[src/rtl/servo_pkg.sv]
// servo_pkg: shared definitions for the servo PWM path and the command block.
//   - angle codes driven by the switch/fire command logic
//   - default board timing constants (25 MHz clock, 20 ms frame, 1.0-2.0 ms pulse)
//   - width_t: 12-bit pulse width in microseconds
//   - map_angle(): angle code to target pulse width
package servo_pkg;

    typedef enum logic [3:0] {
        ANG_STOP = 4'd0,
        ANG_NEG  = 4'd1,
        ANG_POS  = 4'd2,
        ANG_HOLD = 4'd5
    } angle_e;

    localparam int unsigned DEF_CLKS_PER_US = 25;
    localparam int unsigned DEF_FRAME_US    = 20000;
    localparam int unsigned DEF_MIN_US      = 1000;
    localparam int unsigned DEF_MID_US      = 1500;
    localparam int unsigned DEF_MAX_US      = 2000;
    localparam int unsigned DEF_SLEW_US     = 50;

    localparam int unsigned WIDTH_W = 12;
    typedef logic [WIDTH_W-1:0] width_t;

    // Undefined codes park the servo at centre, same as STOP and HOLD.
    function automatic width_t map_angle(input logic [3:0] code,
                                         input width_t     lo,
                                         input width_t     mid,
                                         input width_t     hi);
        width_t w;
        case (code)
            ANG_NEG: w = lo;
            ANG_POS: w = hi;
            default: w = mid;
        endcase
        return w;
    endfunction

endpackage

[src/rtl/us_tick_gen.sv]
// us_tick_gen: microsecond prescaler. Counts 0..CLKS_PER_US-1 and asserts
// tick_o for the one cycle in which the count sits at its last value, so the
// consumer advances on the same edge the prescaler wraps.
//   clk_i   system clock
//   rst_ni  asynchronous active-low reset (count returns to 0)
//   tick_o  one-cycle strobe once per microsecond
module us_tick_gen #(
    parameter int unsigned CLKS_PER_US = 25
) (
    input  logic clk_i,
    input  logic rst_ni,
    output logic tick_o
);

    localparam int unsigned PW = (CLKS_PER_US > 1) ? $clog2(CLKS_PER_US) : 1;
    localparam logic [PW-1:0] LAST = PW'(CLKS_PER_US - 1);

    logic [PW-1:0] cnt_q, cnt_d;

    assign tick_o = (cnt_q == LAST);

    always_comb begin
        cnt_d = tick_o ? '0 : cnt_q + PW'(1);
    end

    always_ff @(posedge clk_i or negedge rst_ni) begin
        if (!rst_ni) cnt_q <= '0;
        else         cnt_q <= cnt_d;
    end

endmodule

[src/rtl/servo_pwm_gen.sv]
// servo_pwm_gen: hobby-servo PWM frame generator with per-frame slew limiting.
//   i_Clk          system clock
//   i_Rst_L        asynchronous active-low reset
//   i_Enable       pulse enable, sampled at frame boundaries
//   i_Angle        4-bit angle code (see servo_pkg)
//   o_Pwm          servo control pulse, high for width*CLKS_PER_US clocks
//   o_Frame_Start  one-cycle strobe at the start of each frame
//   o_Width_Us     currently applied pulse width in us
//   o_Settled      width has reached the target
module servo_pwm_gen
    import servo_pkg::*;
#(
    parameter int unsigned CLKS_PER_US = DEF_CLKS_PER_US,
    parameter int unsigned FRAME_US    = DEF_FRAME_US,
    parameter int unsigned MIN_US      = DEF_MIN_US,
    parameter int unsigned MID_US      = DEF_MID_US,
    parameter int unsigned MAX_US      = DEF_MAX_US,
    parameter int unsigned SLEW_US     = DEF_SLEW_US
) (
    input  logic         i_Clk,
    input  logic         i_Rst_L,
    input  logic         i_Enable,
    input  logic [3:0]   i_Angle,
    output logic         o_Pwm,
    output logic         o_Frame_Start,
    output logic [11:0]  o_Width_Us,
    output logic         o_Settled
);

    if (!(MIN_US <= MID_US && MID_US <= MAX_US && MAX_US < FRAME_US &&
          MAX_US < 4096 && SLEW_US >= 1 && FRAME_US <= 32768)) begin : g_param_err
        $error("servo_pwm_gen: illegal timing parameters");
    end

    localparam logic [14:0] FRAME_LAST = 15'(FRAME_US - 1);
    localparam width_t W_MIN  = width_t'(MIN_US);
    localparam width_t W_MID  = width_t'(MID_US);
    localparam width_t W_MAX  = width_t'(MAX_US);
    localparam width_t W_SLEW = width_t'(SLEW_US);

    logic        tick;
    logic        boundary;
    logic [14:0] frame_q, frame_d;
    width_t      target_q, target_d;
    width_t      width_q, width_d;
    logic        active_q, active_d;
    logic        pwm_q, pwm_d;
    logic        fs_q, fs_d;
    logic        settled_q, settled_d;

    us_tick_gen #(.CLKS_PER_US(CLKS_PER_US)) u_tick (
        .clk_i  (i_Clk),
        .rst_ni (i_Rst_L),
        .tick_o (tick)
    );

    // Step toward target by at most W_SLEW; differences are taken in the
    // direction that cannot underflow, so no wrap at 12 bits.
    function automatic width_t slew_step(input width_t cur, input width_t tgt);
        width_t diff;
        width_t nxt;
        nxt = cur;
        if (tgt > cur) begin
            diff = tgt - cur;
            nxt  = cur + ((diff > W_SLEW) ? W_SLEW : diff);
        end else if (tgt < cur) begin
            diff = cur - tgt;
            nxt  = cur - ((diff > W_SLEW) ? W_SLEW : diff);
        end
        return nxt;
    endfunction

    assign boundary = tick && (frame_q == FRAME_LAST);

    always_comb begin
        frame_d   = frame_q;
        target_d  = target_q;
        active_d  = active_q;
        width_d   = width_q;
        settled_d = settled_q;
        fs_d      = 1'b0;
        if (tick) frame_d = boundary ? '0 : frame_q + 15'd1;
        if (boundary) begin
            target_d  = map_angle(i_Angle, W_MIN, W_MID, W_MAX);
            active_d  = i_Enable;
            width_d   = slew_step(width_q, target_d);
            settled_d = (width_d == target_d);
            fs_d      = 1'b1;
        end
        // Decoded from next-state values so the pulse rises together with
        // o_Frame_Start and lasts exactly width_d microseconds.
        pwm_d = active_d && ({3'b000, width_d} > frame_d);
    end

    always_ff @(posedge i_Clk or negedge i_Rst_L) begin
        if (!i_Rst_L) begin
            frame_q   <= '0;
            target_q  <= W_MID;
            width_q   <= W_MID;
            active_q  <= 1'b0;
            pwm_q     <= 1'b0;
            fs_q      <= 1'b0;
            settled_q <= 1'b1;
        end else begin
            frame_q   <= frame_d;
            target_q  <= target_d;
            width_q   <= width_d;
            active_q  <= active_d;
            pwm_q     <= pwm_d;
            fs_q      <= fs_d;
            settled_q <= settled_d;
        end
    end

    assign o_Pwm         = pwm_q;
    assign o_Frame_Start = fs_q;
    assign o_Width_Us    = width_q;
    assign o_Settled     = settled_q;

endmodule
[config.mk]
export PLATFORM = sky130hd
export DESIGN_NAME = servo_pwm_gen
export DESIGN_NICKNAME = d
export VERILOG_FILES = /design/src/rtl/servo_pkg.sv /design/src/rtl/us_tick_gen.sv /design/src/rtl/servo_pwm_gen.sv
export SDC_FILE = /design/constraint.sdc
export NUM_CORES = 1
export LEC_CHECK = 0
export ABC_AREA = 1
export CELL_PAD_IN_SITES_DETAIL_PLACEMENT = 1
export CELL_PAD_IN_SITES_GLOBAL_PLACEMENT = 1
export CORE_UTILIZATION = 40
export DETAILED_ROUTE_END_ITERATION = 8
export PLACE_DENSITY_LB_ADDON = 0.12
export SYNTH_ARGS = -nofsm -noshare
export SYNTH_HDL_FRONTEND = slang
export SYNTH_SLANG_ARGS = --single-unit
[constraint.sdc]
create_clock -name i_Clk -period 10.9 [get_ports i_Clk]
set_clock_uncertainty 0.2 [all_clocks]
set_input_delay 1.09 -clock i_Clk [delete_from_list [all_inputs] [get_ports i_Clk]]
set_output_delay 1.09 -clock i_Clk [all_outputs]
set_load 0.01 [all_outputs]
=== Word-level counts from Yosys, hierarchy flattened ===
Index checks and enable logic that the tools add are counted.

* Register bits: 36
* Input bits: 7
* Output and inout bits: 15
* Word-level logic and storage cells: 38

* Add/sub/neg operators: 6
* Order comparisons: 5
* Eq/ne operators: 5
* Mux-type cells: 13
* Reductions and logical operators: 2

{| class="wikitable"
|+ Operators with widths
! cell !! number
|-
| $mux 12 || 7
|-
| $sub 12x12->12 || 3
|-
| $mux 15 || 2
|-
| $gt 12x6->1 const B || 2
|-
| $pmux 11 s2 || 1
|-
| $add 15x1->15 const B || 1
|-
| $eq 15x15->1 const B || 1
|-
| $gt 12x15->1 || 1
|-
| $add 12x12->12 || 1
|-
| $eq 12x12->1 || 1
|-
| $gt 12x12->1 || 1
|-
| $lt 12x12->1 || 1
|-
| $add 5x1->5 const B || 1
|-
| $eq 5x5->1 const B || 1
|-
| $mux 5 || 1
|-
| $eq 4x1->1 const B || 1
|-
| $eq 4x2->1 const B || 1
|-
| $logic_and 1x1->1 || 2
|-
| $mux 1 || 2
|}

=== Logic depth before layout (Yosys ltp) ===
* Depth after elaboration: 13
* Depth in mapped cells: 36
* Gate-level depth less buffers: 36

=== Hierarchy ===
Synthesis repeated with hierarchy kept, for this count alone.

* Cell total of the unflattened synthesis: 709
* Area total of the unflattened synthesis: 4463.0 um^2

{| class="wikitable"
|+ By module, submodules not included
! module !! instances !! cells each !! area an instance (um^2) !! seq. area each (um^2)
|-
| servo_pwm_gen || 1 || 680 || 4217.8 || 785.8
|-
| us_tick_gen || 1 || 29 || 245.2 || 125.1
|}

=== Worst setup path after synthesis ===
Ideal clock, no wire load.

* Path kind: input to register
* Start point: input i_Angle[0]
* End point: register pwm_q, in the netlist o_Pwm
* Setup time: 0.101 ns
* Data arrival time: 5.276 ns
* Data required time: 10.599 ns
* Path slack: 5.323 ns
* Stages: 32
* Buffers on the path: 0
* Path through: inv_2 -> nor2_4 -> nand2_4 -> inv_1 -> nor2_1 -> inv_1 -> ha_1 -> inv_1 -> nor3_1 -> nand3_1 -> nand3_1 -> nand2_1 -> nand2_1 -> nand3_2 -> inv_1 -> nand2_1 -> ha_1 -> nand2_1 -> o21ai_0 -> inv_1 -> nand2_1 -> xor2_1 -> nand2_1 -> nand2_1 -> o21ai_0 -> ha_1 -> nand2_1 -> o21ai_0 -> a31oi_1 -> o21ai_0 -> a21oi_1 -> nor4_1

* Word-level cells in the longest chain between the ends: 13
* Elaborated cells between the ends (all ways): 20
* Classes of those cells: add/sub (4); order compare (5); eq/ne (2); mux (8); reduce/logical (1)

{| class="wikitable"
|+ Ends and longest elaborated chain
! what !! line !! text
|-
| start, declared || servo_pwm_gen.sv:23 || <nowiki>input logic [3:0] i_Angle,</nowiki>
|-
| $eq 4x2->1 or $eq 4x1->1 (tied branches) || servo_pkg.sv:31 || <nowiki>case (code)</nowiki>
|-
| $pmux 11 s2 * || servo_pkg.sv:31 ||
|-
| $mux 12 * || servo_pwm_gen.sv:83 || <nowiki>if (boundary) begin</nowiki>
|-
| $sub 12x12->12 || servo_pwm_gen.sv:67 || <nowiki>diff = cur - tgt;</nowiki>
|-
| $gt 12x6->1 || servo_pwm_gen.sv:68 || <nowiki>nxt = cur - ((diff > W_SLEW) ? W_SLEW : diff);</nowiki>
|-
| $mux 12 || servo_pwm_gen.sv:68 ||
|-
| $sub 12x12->12 || servo_pwm_gen.sv:68 ||
|-
| $mux 12 || servo_pwm_gen.sv:66 || <nowiki>end else if (tgt < cur) begin</nowiki>
|-
| $mux 12 * || servo_pwm_gen.sv:63 || <nowiki>if (tgt > cur) begin</nowiki>
|-
| $mux 12 * (2 in a row) || servo_pwm_gen.sv:83 ||
|-
| named net width_d[6] || servo_pwm_gen.sv:45 || <nowiki>width_t width_q, width_d;</nowiki>
|-
| $gt 12x15->1 * || servo_pwm_gen.sv:92 || <nowiki>pwm_d = active_d && ({3'b000, width_d} > frame_d);</nowiki>
|-
| $logic_and 1x1->1 * || servo_pwm_gen.sv:92 ||
|-
| named net pwm_d || servo_pwm_gen.sv:47 || <nowiki>logic pwm_q, pwm_d;</nowiki>
|-
| end signal, assigned || servo_pwm_gen.sv:109 || <nowiki>pwm_q <= pwm_d;</nowiki>
|-
| end, declared || servo_pwm_gen.sv:47 ||
|}

Mark *: on every way through the listed nets, which the timed path passes. The rest lies on a longest branch. The select of a mux whose other input is x is not followed.
A chain may end at the register's enable or synchronous reset.

=== Worst setup path after layout ===
* Start point: input i_Angle[1]
* End point: register pwm_q, in the netlist o_Pwm

Same word-level chain as after synthesis.

==> results.sh <==
export IMPL_status="finished, final reports clean"
export IMPL_fillers=1431
export IMPL_fin_crit_sh_pct=65.7
export IMPL_end_kind="flop"
export IMPL_initial_core_util_pct=41.9
export IMPL_areaGrowthSynthToFinish_pct=10.5
export IMPL_core_area_mm2=0.0105
export IMPL_wl_per_cell_um=17.6
export IMPL_first_iter_violations=187
export IMPL_clk_pin_slew_ns=0.08
export IMPL_cap_violations=0
export IMPL_fin_tns_setup_ns=0
export IMPL_dp_hpwl_um=12300
export IMPL_synth_xor_area_share_pct=2.40
export IMPL_insertion_delay_ns=0.29
export IMPL_cts_setup_buffers=0
export IMPL_synthAdderAreaFrac_pct=13.0
export IMPL_hold_class="reg2reg"
export IMPL_criticalPathCategory="in2reg"
export IMPL_drt_pass1_iterations=4
export IMPL_holdBufCountCts=0
export IMPL_cts_tree="done"
export IMPL_die_w_um=107
export IMPL_yosysSeqAreaShare_pct=20.8
export IMPL_die_h_um=107
export IMPL_setup_violations=0
export IMPL_syn_cell_area_mm2=0.00438
export IMPL_grt_usage_pct=27.9
export IMPL_ir_drop_v=0.0000721
export IMPL_ys_ff_latch=36
export IMPL_fmax_ghz=0.140
export IMPL_ys_warn_count=0
export IMPL_p_int_mw=0.200
export IMPL_grt_setup_unrepaired="false"
export IMPL_grt_max_degree=37
export IMPL_drv_slew=0
export IMPL_drt_total_wl_um=14900
export IMPL_vias_per_cell=5.42
export IMPL_postSynthCellCount=681
export IMPL_synth_simple_area_share_pct=44.3
export IMPL_tightest_slew_ns=0.841
export IMPL_pwr_share_comb_pct=15.8
export IMPL_diodes=0
export IMPL_ys_types=42
export IMPL_drive_gt1_share_pct=10.3
export IMPL_clockRootBuffer="clkbuf_8"
export IMPL_synth_compound_area_share_pct=9.09
export IMPL_clock_path_buffers=2
export IMPL_period_minus_slack_ns=7.17
export IMPL_pwr_share_clk_pct=36.5
export IMPL_cts_resized=0
export IMPL_power_frac_seq_pct=47.7
export IMPL_slowest_delay_ns=0.53
export IMPL_io_pins=22
export IMPL_holdWs_ns=0.271
export IMPL_cts_htree_levels=2
export IMPL_cts_inserted_buffers=5
export IMPL_antenna_found_initial=0
export IMPL_powerDensity_mw_per_mm2=57.9
export IMPL_crit_top_cell="nand2_1"
export IMPL_finalNetCount=759
export IMPL_p_leak_nw=2.60
export IMPL_ant_nets=0
export IMPL_p_sw_mw=0.0801
export IMPL_cp_required_ns=10.89
export IMPL_drc=0
export IMPL_synthMuxAreaShare_pct=0
export IMPL_clkSinkCount=36
export IMPL_grt_overflow=0
export IMPL_arrival_ns=7.15
export IMPL_die_area_mm2=0.0114
export IMPL_synth_top_family_by_area="simple AND/OR/NAND/NOR gates"
export IMPL_avgSynthCellArea_um2=6.43
export IMPL_slew_headroom_pct=43.7
export IMPL_numPortBuffers=21
export IMPL_place_gp_congestion=0.943
export IMPL_startpoint_type="input pin"
export IMPL_slowest_stage="clkdlybuf4s50_1"
export IMPL_grt_pass1_wl_um=24600
export IMPL_p_sw_share_pct=28.6
export IMPL_cp_max_fo=8
export IMPL_vias=4576
export IMPL_rows=37
export IMPL_grt_pass1_vias=4843
export IMPL_finalHoldViolations=0
metrics by stage:
stage | worst slack, ns | cell area (um^2) | instances | util [%] | power (mW)
2_1_floorplan | 5.32 | 4400 | 687 | - | 0.167
3_3_place_gp | 3.56 | 4740 | 836 | 45.3 | 0.179
3_5_place_dp | 3.44 | 4740 | 836 | 45.3 | 0.180
4_1_cts | 3.73 | 4840 | 844 | 46.2 | 0.284
5_1_grt | 3.14 | 4840 | 844 | 46.2 | 0.293
6_report | 3.73 | 4840 | 844 | 46.2 | 0.280
sequential cells by signal, summed over array words and instances, names as in the netlist:
register       cells
o_Settled          1
active_q           1
frame_q           15
o_Pwm              1
o_Frame_Start      1
u_tick.cnt_q       5
o_Width_Us        12
layout make-up:
cell class / count / area [um^2] / share of cell area [%]
Tap cell: 136 / 170 / 3.52
Inverter: 105 / 395 / 8.17
Multi-Input combinational cell: 536 / 3040 / 62.9
Clock buffer: 6 / 82.6 / 1.71
Sequential cell: 36 / 911 / 18.8
Clock inverter: 2 / 13.8 / 0.285
Timing Repair Buffer: 23 / 220 / 4.55
power groups by stage:
stage	registers (mW)	logic (mW)	clock network, mW
2_1_floorplan	0.136	0.0304	0
3_3_place_gp	0.136	0.0429	0
3_5_place_dp	0.136	0.0439	0
4_1_cts	0.134	0.0441	0.106
5_1_grt	0.134	0.0499	0.110
6_report	0.134	0.0442	0.102
cell usage in the layout, fill, tap and decap left out, types with 10 or more instances in the layout:
master and n:
nand2_1 182, inv_1 101, nand3_1 81, ha_1 44, nor2_1 42, dfrtp_1 28, a21oi_1 27, o21ai_0 26
nand4_1 24, clkdlybuf4s50_1 20, nand2_2 19, nor3_1 16, xor2_1 10
layer usage:
layer,GRT usage (%),part of all wire [%]
met1,35.9,46
met5,0,0
met3,2.67,3.5
met2,48.4,47
met4,9.78,2.9
synth_stat cells, drive strengths merged:
| cell type | count | area share [%] |
|---|---|---|
| a21o | 4 | 0.69 |
| a21oi | 31 | 4.1 |
| a31oi | 2 | 0.29 |
| and3 | 1 | 0.14 |
| buf | 6 | 0.83 |
| clkbuf | 4 | 0.34 |
| clkinv | 1 | 0.11 |
| conb | 2 | 0.17 |
| dfrtp | 28 | 16 |
| dfstp | 8 | 4.8 |
| fa | 1 | 0.46 |
| ha | 44 | 13 |
| inv | 104 | 8.9 |
| nand2 | 204 | 19 |
| nand3 | 90 | 11 |
| nand3b | 3 | 0.51 |
| nand4 | 26 | 4.0 |
| nor2 | 55 | 6.3 |
| nor2b | 1 | 0.14 |
| nor3 | 16 | 1.8 |
| nor4 | 4 | 0.57 |
| nor4b | 1 | 0.20 |
| o21a | 1 | 0.17 |
| o21ai | 28 | 3.2 |
| o21bai | 2 | 0.34 |
| o221ai | 1 | 0.20 |
| o22ai | 1 | 0.14 |
| xnor2 | 2 | 0.40 |
| xor2 | 10 | 2.0 |
final timing paths:
path	cells after the start	start	endpoint	slack (ns)
setup / recovery	32	i_Angle[1]	o_Pwm	3.73
hold / removal	2	o_Settled	o_Settled	0.27
setup reg to reg	27	o_Width_Us[10]	o_Pwm	5.20
hold reg to reg	2	o_Settled	o_Settled	0.27
max in group asynchronous	1	i_Rst_L	o_Width_Us[0]	9.31
min in group asynchronous	1	i_Rst_L	frame_q[12]	0.68
cells by family after synthesis:
kind of cell / after synthesis
flops: 36
fa+ha+maj: 45
buf+inv: 115
compound gates: 70
other cells: 2
xor+xnor: 12
simple gates: 401
critical path, delay by kind of cell:
| kind | cells | cell delay, ns |
|---|---|---|
| compound gates | 6 | 0.99 |
| xor+xnor | 1 | 0.20 |
| buf+inv | 6 | 1.20 |
| fa+ha+maj | 3 | 1.21 |
| simple gates | 16 | 2.47 |
(Power assumes the default switching activity.)
